--- src/rtl/complete_retire_pkg.sv ---
// complete_retire_pkg: shared ROB entry type, opcode constants and size defaults
package complete_retire_pkg;
  localparam int DEPTH_DEF = 16;
  localparam int PREGS_DEF = 64;
  localparam int IW = 4;
  localparam int PW = 6;
  localparam logic [6:0] OP_SW = 7'b0100011;
  localparam logic [6:0] OP_LW = 7'b0000011;
  localparam logic [6:0] OP_ALU = 7'b0110011;
  localparam logic [6:0] OP_ALUI = 7'b0010011;
  typedef struct packed {
    logic valid;
    logic done;
    logic [PW-1:0] pd;
    logic [PW-1:0] old_pd;
    logic [6:0] op;
  } rob_entry;
  function automatic logic has_dest(input logic [6:0] op);
    return op != OP_SW;
  endfunction
endpackage

--- src/rtl/complete_retire_if.sv ---
// complete_retire_if: dispatch alloc pair, 3 FU results in; wakeup, regfile write, retire/free and rob_count out
interface complete_retire_if;
  import complete_retire_pkg::*;
  logic alloc_valid, alloc_ready;
  logic [PW-1:0] rob_p_1, rob_p_2, o_rob_p_1, o_rob_p_2;
  logic [6:0] rob_op_1, rob_op_2;
  logic [IW-1:0] rob_idx_1, rob_idx_2;
  logic result_valid_1, result_valid_2, result_valid_3;
  logic [31:0] result_1, result_2, result_3;
  logic [PW-1:0] result_dest_1, result_dest_2, result_dest_3;
  logic [IW-1:0] result_ROB_1, result_ROB_2, result_ROB_3;
  logic f_flag_1, f_flag_2, f_flag_3;
  logic [PW-1:0] dest_r_1, dest_r_2, dest_r_3;
  logic [31:0] f_data_1, f_data_2, f_data_3;
  logic rf_we_1, rf_we_2, rf_we_3;
  logic [PW-1:0] rf_waddr_1, rf_waddr_2, rf_waddr_3;
  logic [31:0] rf_wdata_1, rf_wdata_2, rf_wdata_3;
  logic retire_valid_1, retire_valid_2, free_valid_1, free_valid_2;
  logic [PW-1:0] free_preg_1, free_preg_2;
  logic [IW:0] rob_count;
  modport master (
    output alloc_valid, rob_p_1, rob_p_2, o_rob_p_1, o_rob_p_2, rob_op_1, rob_op_2,
    output result_valid_1, result_valid_2, result_valid_3, result_1, result_2, result_3,
    output result_dest_1, result_dest_2, result_dest_3, result_ROB_1, result_ROB_2, result_ROB_3,
    input alloc_ready, rob_idx_1, rob_idx_2, rob_count,
    input f_flag_1, f_flag_2, f_flag_3, dest_r_1, dest_r_2, dest_r_3, f_data_1, f_data_2, f_data_3,
    input rf_we_1, rf_we_2, rf_we_3, rf_waddr_1, rf_waddr_2, rf_waddr_3,
    input rf_wdata_1, rf_wdata_2, rf_wdata_3,
    input retire_valid_1, retire_valid_2, free_preg_1, free_preg_2, free_valid_1, free_valid_2
  );
  modport slave (
    input alloc_valid, rob_p_1, rob_p_2, o_rob_p_1, o_rob_p_2, rob_op_1, rob_op_2,
    input result_valid_1, result_valid_2, result_valid_3, result_1, result_2, result_3,
    input result_dest_1, result_dest_2, result_dest_3, result_ROB_1, result_ROB_2, result_ROB_3,
    output alloc_ready, rob_idx_1, rob_idx_2, rob_count,
    output f_flag_1, f_flag_2, f_flag_3, dest_r_1, dest_r_2, dest_r_3, f_data_1, f_data_2, f_data_3,
    output rf_we_1, rf_we_2, rf_we_3, rf_waddr_1, rf_waddr_2, rf_waddr_3,
    output rf_wdata_1, rf_wdata_2, rf_wdata_3,
    output retire_valid_1, retire_valid_2, free_preg_1, free_preg_2, free_valid_1, free_valid_2
  );
endinterface

--- src/rtl/complete_retire.sv ---
// complete_retire: 16-entry ROB; clk, async rst_n, bus (slave) carries pair alloc, 3 completions, wakeup/rf write, 2-wide in-order retire
module complete_retire
  import complete_retire_pkg::*;
#(
  parameter int DEPTH = DEPTH_DEF,
  parameter int PREGS = PREGS_DEF
) (
  input logic clk,
  input logic rst_n,
  complete_retire_if.slave bus
);
  rob_entry rob [DEPTH];
  logic [IW-1:0] head, tail, h1, t1;
  logic [IW:0] count;
  logic acc, ret1, ret2;
  logic [1:0] ret_n, rt_q, fv_q;
  logic [2:0] rv, hit, fwd, ff_q;
  logic [IW-1:0] rr [3];
  logic [PW-1:0] rd [3], fd_q [3], fp_q [2];
  logic [31:0] rdat [3], fdat_q [3];
  if (DEPTH != DEPTH_DEF || PREGS != PREGS_DEF) begin : g_size
    $error("complete_retire: index and register widths are fixed for DEPTH=16, PREGS=64");
  end
  assign rv = {bus.result_valid_3, bus.result_valid_2, bus.result_valid_1};
  assign rr = '{bus.result_ROB_1, bus.result_ROB_2, bus.result_ROB_3};
  assign rd = '{bus.result_dest_1, bus.result_dest_2, bus.result_dest_3};
  assign rdat = '{bus.result_1, bus.result_2, bus.result_3};
  for (genvar j = 0; j < 3; j++) begin : g_res
    assign hit[j] = rv[j] && rob[rr[j]].valid;
    assign fwd[j] = hit[j] && has_dest(rob[rr[j]].op);
  end
  assign h1 = head + 1'b1;
  assign t1 = tail + 1'b1;
  // retire uses registered done bits only, so a completion needs one full cycle before it can retire
  assign ret1 = rob[head].valid && rob[head].done;
  assign ret2 = ret1 && rob[h1].valid && rob[h1].done;
  assign ret_n = {1'b0, ret1} + {1'b0, ret2};
  assign bus.alloc_ready = count <= (IW+1)'(DEPTH - 2);
  assign acc = bus.alloc_valid && bus.alloc_ready;
  assign bus.rob_idx_1 = tail;
  assign bus.rob_idx_2 = t1;
  assign bus.rob_count = count;
  assign {bus.f_flag_3, bus.f_flag_2, bus.f_flag_1} = ff_q;
  assign {bus.rf_we_3, bus.rf_we_2, bus.rf_we_1} = ff_q;
  assign {bus.dest_r_1, bus.dest_r_2, bus.dest_r_3} = {fd_q[0], fd_q[1], fd_q[2]};
  assign {bus.rf_waddr_1, bus.rf_waddr_2, bus.rf_waddr_3} = {fd_q[0], fd_q[1], fd_q[2]};
  assign {bus.f_data_1, bus.f_data_2, bus.f_data_3} = {fdat_q[0], fdat_q[1], fdat_q[2]};
  assign {bus.rf_wdata_1, bus.rf_wdata_2, bus.rf_wdata_3} = {fdat_q[0], fdat_q[1], fdat_q[2]};
  assign {bus.retire_valid_2, bus.retire_valid_1} = rt_q;
  assign {bus.free_valid_2, bus.free_valid_1} = fv_q;
  assign {bus.free_preg_1, bus.free_preg_2} = {fp_q[0], fp_q[1]};
  always_ff @(posedge clk or negedge rst_n) begin
    if (!rst_n) begin
      head <= '0;
      tail <= '0;
      count <= '0;
      for (int i = 0; i < DEPTH; i++) rob[i] <= '0;
      ff_q <= '0;
      fd_q <= '{default: '0};
      fdat_q <= '{default: '0};
      rt_q <= '0;
      fv_q <= '0;
      fp_q <= '{default: '0};
    end else begin
      for (int j = 0; j < 3; j++) if (hit[j]) rob[rr[j]].done <= 1'b1;
      if (acc) begin
        rob[tail] <= '{1'b1, 1'b0, bus.rob_p_1, bus.o_rob_p_1, bus.rob_op_1};
        rob[t1] <= '{1'b1, 1'b0, bus.rob_p_2, bus.o_rob_p_2, bus.rob_op_2};
      end
      if (ret1) begin
        rob[head].valid <= 1'b0;
        rob[head].done <= 1'b0;
      end
      if (ret2) begin
        rob[h1].valid <= 1'b0;
        rob[h1].done <= 1'b0;
      end
      head <= head + IW'(ret_n);
      tail <= acc ? t1 + 1'b1 : tail;
      count <= count + (acc ? (IW+1)'(2) : (IW+1)'(0)) - (IW+1)'(ret_n);
      ff_q <= fwd;
      fd_q <= rd;
      fdat_q <= rdat;
      rt_q <= {ret2, ret1};
      fv_q <= {ret2 && has_dest(rob[h1].op), ret1 && has_dest(rob[head].op)};
      fp_q <= '{rob[head].old_pd, rob[h1].old_pd};
    end
  end
endmodule

--- src/flat_wrapper.sv ---
// flat-port wrapper written by rule: the top's interface ports become plain ports
module complete_retire_flat import complete_retire_pkg::*;
#(
  parameter int DEPTH = DEPTH_DEF,
  parameter int PREGS = PREGS_DEF
)
  (clk, rst_n, bus_alloc_valid, bus_rob_p_1, bus_rob_p_2, bus_o_rob_p_1, bus_o_rob_p_2, bus_rob_op_1, bus_rob_op_2, bus_result_valid_1, bus_result_valid_2, bus_result_valid_3, bus_result_1, bus_result_2, bus_result_3, bus_result_dest_1, bus_result_dest_2, bus_result_dest_3, bus_result_ROB_1, bus_result_ROB_2, bus_result_ROB_3, bus_alloc_ready, bus_rob_idx_1, bus_rob_idx_2, bus_rob_count, bus_f_flag_1, bus_f_flag_2, bus_f_flag_3, bus_dest_r_1, bus_dest_r_2, bus_dest_r_3, bus_f_data_1, bus_f_data_2, bus_f_data_3, bus_rf_we_1, bus_rf_we_2, bus_rf_we_3, bus_rf_waddr_1, bus_rf_waddr_2, bus_rf_waddr_3, bus_rf_wdata_1, bus_rf_wdata_2, bus_rf_wdata_3, bus_retire_valid_1, bus_retire_valid_2, bus_free_preg_1, bus_free_preg_2, bus_free_valid_1, bus_free_valid_2);
  complete_retire_if bus_i ();
  input logic clk;
  input logic rst_n;
  input wire logic [$bits(bus_i.alloc_valid)-1:0] bus_alloc_valid;
  input wire logic [$bits(bus_i.rob_p_1)-1:0] bus_rob_p_1;
  input wire logic [$bits(bus_i.rob_p_2)-1:0] bus_rob_p_2;
  input wire logic [$bits(bus_i.o_rob_p_1)-1:0] bus_o_rob_p_1;
  input wire logic [$bits(bus_i.o_rob_p_2)-1:0] bus_o_rob_p_2;
  input wire logic [$bits(bus_i.rob_op_1)-1:0] bus_rob_op_1;
  input wire logic [$bits(bus_i.rob_op_2)-1:0] bus_rob_op_2;
  input wire logic [$bits(bus_i.result_valid_1)-1:0] bus_result_valid_1;
  input wire logic [$bits(bus_i.result_valid_2)-1:0] bus_result_valid_2;
  input wire logic [$bits(bus_i.result_valid_3)-1:0] bus_result_valid_3;
  input wire logic [$bits(bus_i.result_1)-1:0] bus_result_1;
  input wire logic [$bits(bus_i.result_2)-1:0] bus_result_2;
  input wire logic [$bits(bus_i.result_3)-1:0] bus_result_3;
  input wire logic [$bits(bus_i.result_dest_1)-1:0] bus_result_dest_1;
  input wire logic [$bits(bus_i.result_dest_2)-1:0] bus_result_dest_2;
  input wire logic [$bits(bus_i.result_dest_3)-1:0] bus_result_dest_3;
  input wire logic [$bits(bus_i.result_ROB_1)-1:0] bus_result_ROB_1;
  input wire logic [$bits(bus_i.result_ROB_2)-1:0] bus_result_ROB_2;
  input wire logic [$bits(bus_i.result_ROB_3)-1:0] bus_result_ROB_3;
  output wire logic [$bits(bus_i.alloc_ready)-1:0] bus_alloc_ready;
  output wire logic [$bits(bus_i.rob_idx_1)-1:0] bus_rob_idx_1;
  output wire logic [$bits(bus_i.rob_idx_2)-1:0] bus_rob_idx_2;
  output wire logic [$bits(bus_i.rob_count)-1:0] bus_rob_count;
  output wire logic [$bits(bus_i.f_flag_1)-1:0] bus_f_flag_1;
  output wire logic [$bits(bus_i.f_flag_2)-1:0] bus_f_flag_2;
  output wire logic [$bits(bus_i.f_flag_3)-1:0] bus_f_flag_3;
  output wire logic [$bits(bus_i.dest_r_1)-1:0] bus_dest_r_1;
  output wire logic [$bits(bus_i.dest_r_2)-1:0] bus_dest_r_2;
  output wire logic [$bits(bus_i.dest_r_3)-1:0] bus_dest_r_3;
  output wire logic [$bits(bus_i.f_data_1)-1:0] bus_f_data_1;
  output wire logic [$bits(bus_i.f_data_2)-1:0] bus_f_data_2;
  output wire logic [$bits(bus_i.f_data_3)-1:0] bus_f_data_3;
  output wire logic [$bits(bus_i.rf_we_1)-1:0] bus_rf_we_1;
  output wire logic [$bits(bus_i.rf_we_2)-1:0] bus_rf_we_2;
  output wire logic [$bits(bus_i.rf_we_3)-1:0] bus_rf_we_3;
  output wire logic [$bits(bus_i.rf_waddr_1)-1:0] bus_rf_waddr_1;
  output wire logic [$bits(bus_i.rf_waddr_2)-1:0] bus_rf_waddr_2;
  output wire logic [$bits(bus_i.rf_waddr_3)-1:0] bus_rf_waddr_3;
  output wire logic [$bits(bus_i.rf_wdata_1)-1:0] bus_rf_wdata_1;
  output wire logic [$bits(bus_i.rf_wdata_2)-1:0] bus_rf_wdata_2;
  output wire logic [$bits(bus_i.rf_wdata_3)-1:0] bus_rf_wdata_3;
  output wire logic [$bits(bus_i.retire_valid_1)-1:0] bus_retire_valid_1;
  output wire logic [$bits(bus_i.retire_valid_2)-1:0] bus_retire_valid_2;
  output wire logic [$bits(bus_i.free_preg_1)-1:0] bus_free_preg_1;
  output wire logic [$bits(bus_i.free_preg_2)-1:0] bus_free_preg_2;
  output wire logic [$bits(bus_i.free_valid_1)-1:0] bus_free_valid_1;
  output wire logic [$bits(bus_i.free_valid_2)-1:0] bus_free_valid_2;
  assign bus_i.alloc_valid = bus_alloc_valid;
  assign bus_i.rob_p_1 = bus_rob_p_1;
  assign bus_i.rob_p_2 = bus_rob_p_2;
  assign bus_i.o_rob_p_1 = bus_o_rob_p_1;
  assign bus_i.o_rob_p_2 = bus_o_rob_p_2;
  assign bus_i.rob_op_1 = bus_rob_op_1;
  assign bus_i.rob_op_2 = bus_rob_op_2;
  assign bus_i.result_valid_1 = bus_result_valid_1;
  assign bus_i.result_valid_2 = bus_result_valid_2;
  assign bus_i.result_valid_3 = bus_result_valid_3;
  assign bus_i.result_1 = bus_result_1;
  assign bus_i.result_2 = bus_result_2;
  assign bus_i.result_3 = bus_result_3;
  assign bus_i.result_dest_1 = bus_result_dest_1;
  assign bus_i.result_dest_2 = bus_result_dest_2;
  assign bus_i.result_dest_3 = bus_result_dest_3;
  assign bus_i.result_ROB_1 = bus_result_ROB_1;
  assign bus_i.result_ROB_2 = bus_result_ROB_2;
  assign bus_i.result_ROB_3 = bus_result_ROB_3;
  assign bus_alloc_ready = bus_i.alloc_ready;
  assign bus_rob_idx_1 = bus_i.rob_idx_1;
  assign bus_rob_idx_2 = bus_i.rob_idx_2;
  assign bus_rob_count = bus_i.rob_count;
  assign bus_f_flag_1 = bus_i.f_flag_1;
  assign bus_f_flag_2 = bus_i.f_flag_2;
  assign bus_f_flag_3 = bus_i.f_flag_3;
  assign bus_dest_r_1 = bus_i.dest_r_1;
  assign bus_dest_r_2 = bus_i.dest_r_2;
  assign bus_dest_r_3 = bus_i.dest_r_3;
  assign bus_f_data_1 = bus_i.f_data_1;
  assign bus_f_data_2 = bus_i.f_data_2;
  assign bus_f_data_3 = bus_i.f_data_3;
  assign bus_rf_we_1 = bus_i.rf_we_1;
  assign bus_rf_we_2 = bus_i.rf_we_2;
  assign bus_rf_we_3 = bus_i.rf_we_3;
  assign bus_rf_waddr_1 = bus_i.rf_waddr_1;
  assign bus_rf_waddr_2 = bus_i.rf_waddr_2;
  assign bus_rf_waddr_3 = bus_i.rf_waddr_3;
  assign bus_rf_wdata_1 = bus_i.rf_wdata_1;
  assign bus_rf_wdata_2 = bus_i.rf_wdata_2;
  assign bus_rf_wdata_3 = bus_i.rf_wdata_3;
  assign bus_retire_valid_1 = bus_i.retire_valid_1;
  assign bus_retire_valid_2 = bus_i.retire_valid_2;
  assign bus_free_preg_1 = bus_i.free_preg_1;
  assign bus_free_preg_2 = bus_i.free_preg_2;
  assign bus_free_valid_1 = bus_i.free_valid_1;
  assign bus_free_valid_2 = bus_i.free_valid_2;
  complete_retire #(.DEPTH(DEPTH), .PREGS(PREGS)) u_core (.clk(clk), .rst_n(rst_n), .bus(bus_i));
endmodule
--- config.mk ---
export PLATFORM = sky130hd
export DESIGN_NAME = complete_retire_flat
export DESIGN_NICKNAME = d
export VERILOG_FILES = /design/src/rtl/complete_retire_pkg.sv /design/src/rtl/complete_retire_if.sv /design/src/rtl/complete_retire.sv /design/src/flat_wrapper.sv
export SDC_FILE = /design/constraint.sdc
export NUM_CORES = 1
export LEC_CHECK = 0
export ABC_CLOCK_PERIOD_IN_PS = 8730
export CAP_MARGIN = 30
export CORE_ASPECT_RATIO = 0.8
export CORE_MARGIN = 2
export CORE_UTILIZATION = 55
export CTS_CLUSTER_SIZE = 20
export DETAILED_ROUTE_END_ITERATION = 10
export PLACE_DENSITY = 0.87
export REMOVE_ABC_BUFFERS = 1
export SLEW_MARGIN = 20
export SYNTH_ARGS = -nofsm -noshare
export SYNTH_HDL_FRONTEND = slang
export SYNTH_SLANG_ARGS = --single-unit
--- constraint.sdc ---
create_clock -name clk -period 8.73 [get_ports clk]
set_input_delay 1.746 -clock clk [delete_from_list [all_inputs] [get_ports clk]]
set_output_delay 1.746 -clock clk [all_outputs]
set_load 0.005 [all_outputs]
Yosys cells after proc, flatten, opt, wreduce, memory -nomap -nowiden --
Cells that the tools add are included.
Word-level totals: word-level logic and storage cells 196, input bits 170, flip-flop bits (word level) 482, output and inout port bits 264
Cells by class: equality and inequality tests 5, add/sub/neg operators 7, magnitude comparators 15, mux-type cells 49, bitwise gates (word level) 7, reduce and logical (&&, ||, !) cells 19
Operators with widths (count):
- 336-bit bitwise mux | 9
- 336-bit two-way mux | 6
- 21-bit demux with 4-bit select | 9
- 21-bit binary-select mux with 4-bit select | 5
- 21-bit two-way mux | 14
- 20-bit two-way mux | 5
- 5-bit greater-or-equal comparator (second input constant) | 7
- 5-bit by 1-bit less-than comparator with 1-bit output (second input constant) | 7
- 7-bit by 6-bit inequality test with 1-bit output (second input constant) | 5
- 4-bit NOT with 5-bit output | 7
- 1-bit logical AND | 19
- 4-bit by 1-bit adder with 4-bit output (second input constant) | 3
- 5-bit adder | 1
- 5-bit by 4-bit <= comparator with 1-bit output (second input constant) | 1
- 5-bit by 2-bit subtractor with 5-bit output | 1
- 4-bit by 2-bit adder with 4-bit output | 1
- 1-bit by 1-bit adder with 2-bit output | 1
- 2-bit two-way mux | 1

Longest topological paths before layout --
Gate-level depths: netlist (run 1).
depth in word-level cells 20, gate-level depth with buffers 18, gate-level depth less buffers 15

Least setup slack after synthesis (run 1) --
Ideal clock, no wire load.
path kind register -> register, start register u_core.head[0], end register u_core.count[3] (netlist: u_core.bus.rob_count[3]), required time 8.607 ns, stages on the path, launching flop included 18, data arrival time 3.578 ns, slack 5.029 ns, path buffers 3, clock period less this slack 3.701 ns, library setup time 0.123 ns, path through dfrtp_1 buf_4 inv_1 buf_4 ha_1 buf_2 mux4_2 mux2i_1 mux2_2 nand2_1 inv_1 ha_1 fa_1 inv_1 ha_1 inv_1 fa_1 xnor2_1
On the way: longest elaborated chain between the ends 9, elaborated cells between the ends (all ways) 14, classes of those cells 3 x add/sub; 6 x mux; 2 x bitwise; 3 x reduce/logical
RTL lines:
- from (decl) | line complete_retire.sv:13 | logic [IW-1:0] head, tail, h1, t1;
- from (signal assigned) | line complete_retire.sv:78 | head <= head + IW'(ret_n);
- 4-bit by 1-bit adder with 4-bit output or 4-bit NOT with 5-bit output (tied branches) | line complete_retire.sv:32, complete_retire.sv:35
- 4-bit NOT with 5-bit output (not written as such) or 21-bit binary-select mux with 4-bit select (tied branches) | line complete_retire.sv:36, complete_retire.sv:35
- 21-bit binary-select mux with 4-bit select or 21-bit two-way mux (tied branches) | line complete_retire.sv:36, complete_retire.sv:35
- 21-bit two-way mux, on equally long branches | line complete_retire.sv:36, complete_retire.sv:35
- 21-bit two-way mux (not written as such) or 1-bit logical AND (tied branches) | line complete_retire.sv:36, complete_retire.sv:35
- 1-bit logical AND | line complete_retire.sv:36 | assign ret2 = ret1 && rob[h1].valid && rob[h1].done;
- 1-bit logical AND * | line complete_retire.sv:36
- net u_core.ret2 | line complete_retire.sv:15 | logic acc, ret1, ret2;
- 1-bit by 1-bit adder with 2-bit output * | line complete_retire.sv:37 | assign ret_n = {1'b0, ret1} + {1'b0, ret2};
- 5-bit by 2-bit subtractor with 5-bit output * | line complete_retire.sv:80 | count <= count + (acc ? (IW+1)'(2) : (IW+1)'(0)) - (IW+1)'(ret_n);
- to (signal assigned) | line complete_retire.sv:80
- to (decl) | line complete_retire.sv:14 | logic [IW:0] count;
The timed path passes the listed nets; every way through them passes the cells marked *. The select of a mux whose other input is x is not followed. A chain may end at the register's enable or synchronous reset.

Worst setup path after layout (run 1) --
start register u_core.head[1], end register u_core.count[3] (netlist: u_core.bus.rob_count[3])
Same word-level chain as after synthesis.

==> impl_metrics.tcl, run 1 <==
set metrics [dict create \
    status "completed" \
    crit_chain "buf_4, inv_2, ha_2, buf_4, mux4_2, mux2i_1, mux2_2, nand2_1, inv_1, ha_1, fa_1, inv_1, ha_1, inv_1, fa_1, xnor2_1" \
    syn2layout_area_growth_pct 27.3 \
    worst_pin_slew_ns 1.06 \
    layout-drive-gt1-share 0.210 \
    vias 14500 \
    report.final.slew_viol_count 0 \
    final.setup.tns_ns 0 \
    ys_ff_latch 385 \
    cp-start-kind "register" \
    clock_skew_ns 0.0230 \
    slew_headroom 0.285 \
    fin_crit_sh 0.619 \
    hold_viol 0 \
    multi_input_area_sq_um 7870 \
    ir_drop_uv 232 \
    grt_usage 0.357 \
    gp_congestion 1.03 \
    synth_most_common_cell "dfrtp_1" \
    cts_buffers 40 \
    postRouteAntennaNets 0 \
    min_period_ns 5.40 \
    synthTopCellsByCount "dfrtp_1 (385), nand2_1 (192), mux2_2 (191), buf_4 (127), mux4_2 (83)" \
    rows 60 \
    async_flop_share 1.00 \
    routed_wl_um 63800 \
    htreeDepth 2 \
    grt_pass1_wl_um 93800 \
    chipWidth_um 211 \
    vias_per_cell 6.33 \
    synthCells 1539 \
    grt_max_degree 163 \
    seq_area_frac_synth 0.510 \
    crit_path_end_kind "register" \
    power_density_nw_per_um2 345 \
    power_frac_clock 0.219 \
    power_frac_seq 0.370 \
    post_cts_buffers 0 \
    cpLargestDelayFamily "buffers and inverters" \
    cpPeakStageDelay_ns 0.61 \
    cts-hold-fix-buffers 0 \
    pwr-share-comb 0.411 \
    design_area_sq_um 24100 \
    finalSetupViolCount 0 \
    n_fill_cell 2324 \
    placed_area_sq_um 22600 \
    synth_area_per_cell_sq_um 12.3 \
    syn_area_sq_um 18900 \
    port_buffers 419 \
    tritoncts "yes" \
    antenna_found_initial 3 \
    final_nets 2018 \
    cts.clk_slew.worst_paths_ns 0.06 \
    cts-resized-gates 0 \
    cts_max_path_buffers 3 \
    slowest_stage "buf_4" \
    critPathMostFrequentCell "inv_1" \
    cts_root_buffer "clkbuf_16" \
    clk_latency_ns 0.55 \
    dp_hpwl_um 45600 \
    yosys_warnings 0 \
    cp_data_arrival_time_ns 5.86 \
    cts.sinks 385 \
    synth-edff-count 0 \
    power.leakage_nw 10.1 \
    hold_class "register to register" \
    critPathBufInv 6 \
    holdWs_ns 0.506 \
    cp.required_ns 9.18 \
    internal-power_mw 5.27 \
    wl_per_cell_um 27.8 \
    drc 0 \
    rsz0062_at_grt "no" \
    power.switching_mw 3.02 \
    critical_path_class "register to register" \
    synth_ff_type "dfrtp_1" \
    yosys.cell_types.count 71 \
    seqCellArea_sq_um 9640 \
    yosysTopAreaCell "dfrtp_1" \
    core_area_sq_um 33700 \
    die_y_um 170 \
    initial_core_util 0.561 \
    drt_iter0_markers 1853 \
    max_freq_ghz 0.185 \
    final_util 0.714 \
    dr.pass1.iters 5 \
    io_pins 434 \
    fp.dieArea_sq_um 35900 \
    grt_overflow 0 \
    swShare 0.364 \
    maxCapViolCount 0 \
    synth_top_area_share 0.510 \
    grt_pass1_vias 14700 \
    synth_area_leaders "dfrtp_1 (51%), mux2_2 (11%), mux4_2 (9.9%)" \
    crit_fanout 55 \
]
==> final timing paths <==
kind                                      startpoint                             endpoint  slack, ns  depth (start not counted)
setup / recovery            u_core.head[1]$_DFF_PN0_    u_core.bus.rob_count[3]$_DFF_PN0_       3.33                         16
hold / removal             u_core.rob[2]$_DFFE_PN0P_            u_core.rob[2]$_DFFE_PN0P_       0.51                          1
setup reg to reg            u_core.head[1]$_DFF_PN0_    u_core.bus.rob_count[3]$_DFF_PN0_       3.33                         16
hold reg to reg            u_core.rob[2]$_DFFE_PN0P_            u_core.rob[2]$_DFFE_PN0P_       0.51                          1
max in group asynchronous                      rst_n          u_core.rob[148]$_DFFE_PN0P_       6.16                          2
min in group asynchronous                      rst_n  u_core.bus.free_preg_1[0]$_DFF_PN0_       1.22                          1
==> worst register-to-register path: stages (launching register included) <==
cell and delay (ns):
dfrtp_2 0.34, buf_4 0.61, inv_2 0.35, ha_2 0.42
buf_4 0.57, mux4_2 0.44, mux2i_1 0.42, mux2_2 0.28
nand2_1 0.16, inv_1 0.13, ha_1 0.24, fa_1 0.44
inv_1 0.08, ha_1 0.18, inv_1 0.07, fa_1 0.40
xnor2_1 0.18
==> cell usage in the layout, fill, tap and decap left out, types with 7 or more instances in the layout <==
master,instances
and2_1,7
dfrtp_1,383
clkdlybuf4s50_1,418
a211oi_1,11
a21oi_1,23
nand4_1,15
o211ai_1,18
xnor2_1,7
clkbuf_16,42
nor2_1,46
nand2b_1,9
nand4b_1,7
o2111ai_1,9
clkbuf_8,7
nor3_1,18
nand3_1,41
nor4_1,17
and4_1,10
and3_1,9
o21ai_0,28
clkbuf_1,10
ha_1,17
mux4_2,83
nand2_1,191
buf_4,29
inv_1,27
mux2i_1,17
a31oi_1,18
mux2_2,191
nor2b_1,14
a311oi_1,12
==> layout make-up <==
cell class / count / share of cell area
Antenna cell: 3 / 0.000312
Clock buffer: 58 / 0.0491
Clock inverter: 15 / 0.00921
Inverter: 32 / 0.00499
Multi-Input combinational cell: 916 / 0.327
Sequential cell: 385 / 0.401
Tap cell: 434 / 0.0226
Timing Repair Buffer: 452 / 0.186
==> logic make-up after synthesis <==
logic type | share of synthesized area
AO/OA/AOI/OAI | 0.0700
XOR/XNOR | 0.00417
adder cells (fa/ha/maj) | 0.0151
buffers and inverters | 0.0750
flip-flops | 0.510
multiplexers | 0.222
other | 0.000397
AND/OR/NAND/NOR | 0.104
==> routing by layer <==
metal  vias to the layer above  wire (um)  track usage
met4                         2       2630        0.134
met5                         -         16            0
li1                       6105          -            -
met3                       144       6800        0.107
met2                       871      28500        0.536
met1                      7409      25800        0.495
==> per-stage QoR <==
| stage | power [mW] | cells | setup slack [ns] |
|---|---|---|---|
| after floorplan | 5.07 | 1333 | 1.82 |
| after global placement | 6.22 | 2216 | 3.52 |
| after detailed placement | 6.38 | 2217 | 3.42 |
| after CTS | 8.24 | 2290 | 3.38 |
| after global routing | 8.70 | 2293 | 3.00 |
| final | 8.29 | 2295 | 3.33 |
==> power by group through the flow <==
stage               Clock (mW)  Combinational [mW]  Sequential (mW)
floorplan                    0                2.13             2.94
CTS                       1.84                3.37             3.02
global route              1.92                3.65             3.13
finish                    1.82                3.41             3.07
global placement             0                3.24             2.98
detailed placement           0                3.33             3.04
==> flip-flops by register name (all words and copies together) (netlist names) <==
name / flops
u_core.bus.f_data_1: 32
u_core.bus.f_data_2: 32
u_core.ff_q: 3
u_core.bus.free_preg_2: 6
u_core.bus.free_preg_1: 6
u_core.head: 4
u_core.rt_q: 2
u_core.bus.rob_count: 5
u_core.bus.f_data_3: 32
u_core.fv_q: 2
u_core.bus.dest_r_1: 6
u_core.bus.dest_r_3: 6
u_core.bus.rob_idx_1: 3
u_core.bus.dest_r_2: 6
u_core.rob: 240
(Power assumes the default switching activity.)
==> run 2: changes to the inputs <==
ABC_CLOCK_PERIOD_IN_PS = 4450   (was 8730)
CORE_UTILIZATION = 46   (was 55)
PLACE_DENSITY = 0.77   (was 0.87)
clock period = 4.45 ns   (was 8.73 ns; I/O delays follow)
==> run 2 against run 1 <==
  * Clock power is 88% higher
  * Die area is 19% higher
  * Final area up 0.86%
  * Clock-buffer cell count unchanged
  * Largest cell class unchanged
  * Global-route usage decreased by 6.0 points
  * Largest power group unchanged
  * Clock skew up 0.00092 ns
  * Core utilization shrank 12 points
==> impl_metrics.tcl, run 2 (synthesized netlist as in run 1, its figures left out) <==
set metrics [dict create \
    grt_pass1_wl_um 95000 \
    vias_per_cell 6.00 \
    cts.clk_slew.worst_paths_ns 0.06 \
    power_density_nw_per_um2 670 \
    port_buffers 419 \
    pwr-share-comb 0.418 \
    dp_hpwl_um 46500 \
    fin_crit_sh 0.881 \
    gp_congestion 0.987 \
    slew_headroom 0.363 \
    grt_overflow 0 \
    core_area_sq_um 40600 \
    cts_buffers 41 \
    ir_drop_uv 388 \
    grt_usage 0.297 \
    final.setup.tns_ns 0 \
    cts_max_path_buffers 3 \
    status "completed" \
    cts-hold-fix-buffers 0 \
    cts_root_buffer "clkbuf_16" \
    io_pins 434 \
    syn2layout_area_growth_pct 28.4 \
    antenna_found_initial 1 \
    rows 66 \
    final_nets 2041 \
    power.leakage_nw 10.1 \
    diodes 0 \
    layout-drive-gt1-share 0.219 \
    mostFrequentLayoutCells "clkdlybuf4s50_1 (418), dfrtp_1 (383), nand2_1 (192)" \
    initial_core_util 0.465 \
    design_area_sq_um 24300 \
    cts-resized-gates 0 \
    crit_fanout 9 \
    worst_pin_slew_ns 0.932 \
    finalSetupViolCount 0 \
    cp_data_arrival_time_ns 4.35 \
    wl_per_cell_um 26.2 \
    clock_skew_ns 0.0240 \
    tritoncts "yes" \
    routed_wl_um 63400 \
    grt_max_degree 129 \
    largest_register "u_core.rob" \
    power_frac_clock 0.211 \
    drt_iter0_markers 1717 \
    crit_path_end_kind "register" \
    postRouteAntennaNets 0 \
    power.switching_mw 5.93 \
    placed_area_sq_um 22900 \
    max_freq_ghz 0.255 \
    chipWidth_um 231 \
    cp.required_ns 4.88 \
    grt_pass1_vias 14700 \
    ff2ff_setup_slack_ns 0.53 \
    swShare 0.365 \
    power_frac_seq 0.371 \
    fp.dieArea_sq_um 42700 \
    post_cts_buffers 0 \
    die_y_um 185 \
    clk_latency_ns 0.55 \
    cts.sinks 385 \
    min_period_ns 3.92 \
    critical_path_class "register to register" \
    dr.pass1.iters 5 \
    largest_reg_flops 240 \
    maxCapViolCount 0 \
    htreeDepth 2 \
    final_common_cell "clkdlybuf4s50_1" \
    vias 14500 \
    rsz0062_at_grt "no" \
    report.final.slew_viol_count 0 \
    hold_viol 0 \
    drc 0 \
    internal-power_mw 10.3 \
    cp-start-kind "register" \
    hold_class "input pin to asynchronous set/reset pin" \
]
[run 2: cell types whose count changed in the layout (fill, tap and decap cells not counted), moves of 2 or more]
| cell | previous run | this run |
|---|---|---|
| inv_6 | 1 | 3 |
| clkinv_2 | 6 | 2 |
| clkbuf_1 | 10 | 8 |
| clkbuf_8 | 7 | 9 |
| buf_4 | 29 | 50 |
| bufinv_16 | 5 | 3 |
| diode_2 | 3 | 0 |
[run 2: through the flow]
stage / worst slack, ns / hold slack [ns] / util / std cells / total power [mW]
floorplan: -2.46 / 0.458 / - / 1333 / 9.94
global placement: 0.677 / 0.472 / 0.564 / 2348 / 12.4
detailed placement: 0.654 / 0.490 / 0.564 / 2349 / 12.7
CTS: 0.638 / 0.311 / 0.597 / 2417 / 16.2
global route: 0.344 / 0.340 / 0.597 / 2419 / 17.1
finish: 0.530 / 0.302 / 0.597 / 2419 / 16.3
[run 2: cell type report]
type,instances,area [sq um]
Sequential cell,385,9640
Clock buffer,58,1180
Tap cell,544,681
Multi-Input combinational cell,916,7870
Inverter,32,120
Clock inverter,10,145
Timing Repair Buffer,474,4630
Fill cell,3315,16400
[run 2: power groups by stage]
stage | logic [mW] | registers, mW | clock network, mW
finish | 6.80 | 6.03 | 3.43
global route | 7.30 | 6.16 | 3.65
CTS | 6.73 | 5.97 | 3.49
detailed placement | 6.69 | 6.01 | 0
global placement | 6.53 | 5.91 | 0
floorplan | 4.17 | 5.77 | 0
[run 2: routing by layer]
layer / share of wire / up-vias / wire length [um] / GRT usage
met4: 0.020 / 2 / 1280 / 0.0686
met2: 0.44 / 816 / 28100 / 0.450
met5: 0.00021 / - / 13 / 0
met3: 0.11 / 119 / 6660 / 0.0802
li1: - / 6141 / - / -
met1: 0.43 / 7434 / 27300 / 0.430
[run 2: final timing paths]
check                           cells after the start                        start                                end
min in group clk                                    1  u_core.rob[279]$_DFFE_PN0P_        u_core.rob[279]$_DFFE_PN0P_
worst min register to register                      1  u_core.rob[279]$_DFFE_PN0P_        u_core.rob[279]$_DFFE_PN0P_
max in group asynchronous                           2                        rst_n        u_core.rob[237]$_DFFE_PN0P_
worst min-delay path                                1                        rst_n        u_core.rob[154]$_DFFE_PN0P_
worst max register to register                     15     u_core.head[0]$_DFF_PN0_  u_core.bus.rob_count[2]$_DFF_PN0_
worst max-delay path                               15     u_core.head[0]$_DFF_PN0_  u_core.bus.rob_count[2]$_DFF_PN0_
[run 2: worst max-delay path: stages, from the launching register on]
cell and delay, ns:
dfrtp_4 0.47, inv_1 0.19, ha_2 0.40, nand4bb_1 0.22
and4_1 0.25, mux2i_1 0.24, mux2_2 0.24, nand2_1 0.18
inv_1 0.14, ha_1 0.23, fa_1 0.43, inv_1 0.06
ha_1 0.16, inv_1 0.06, fa_1 0.51, inv_1 0.05
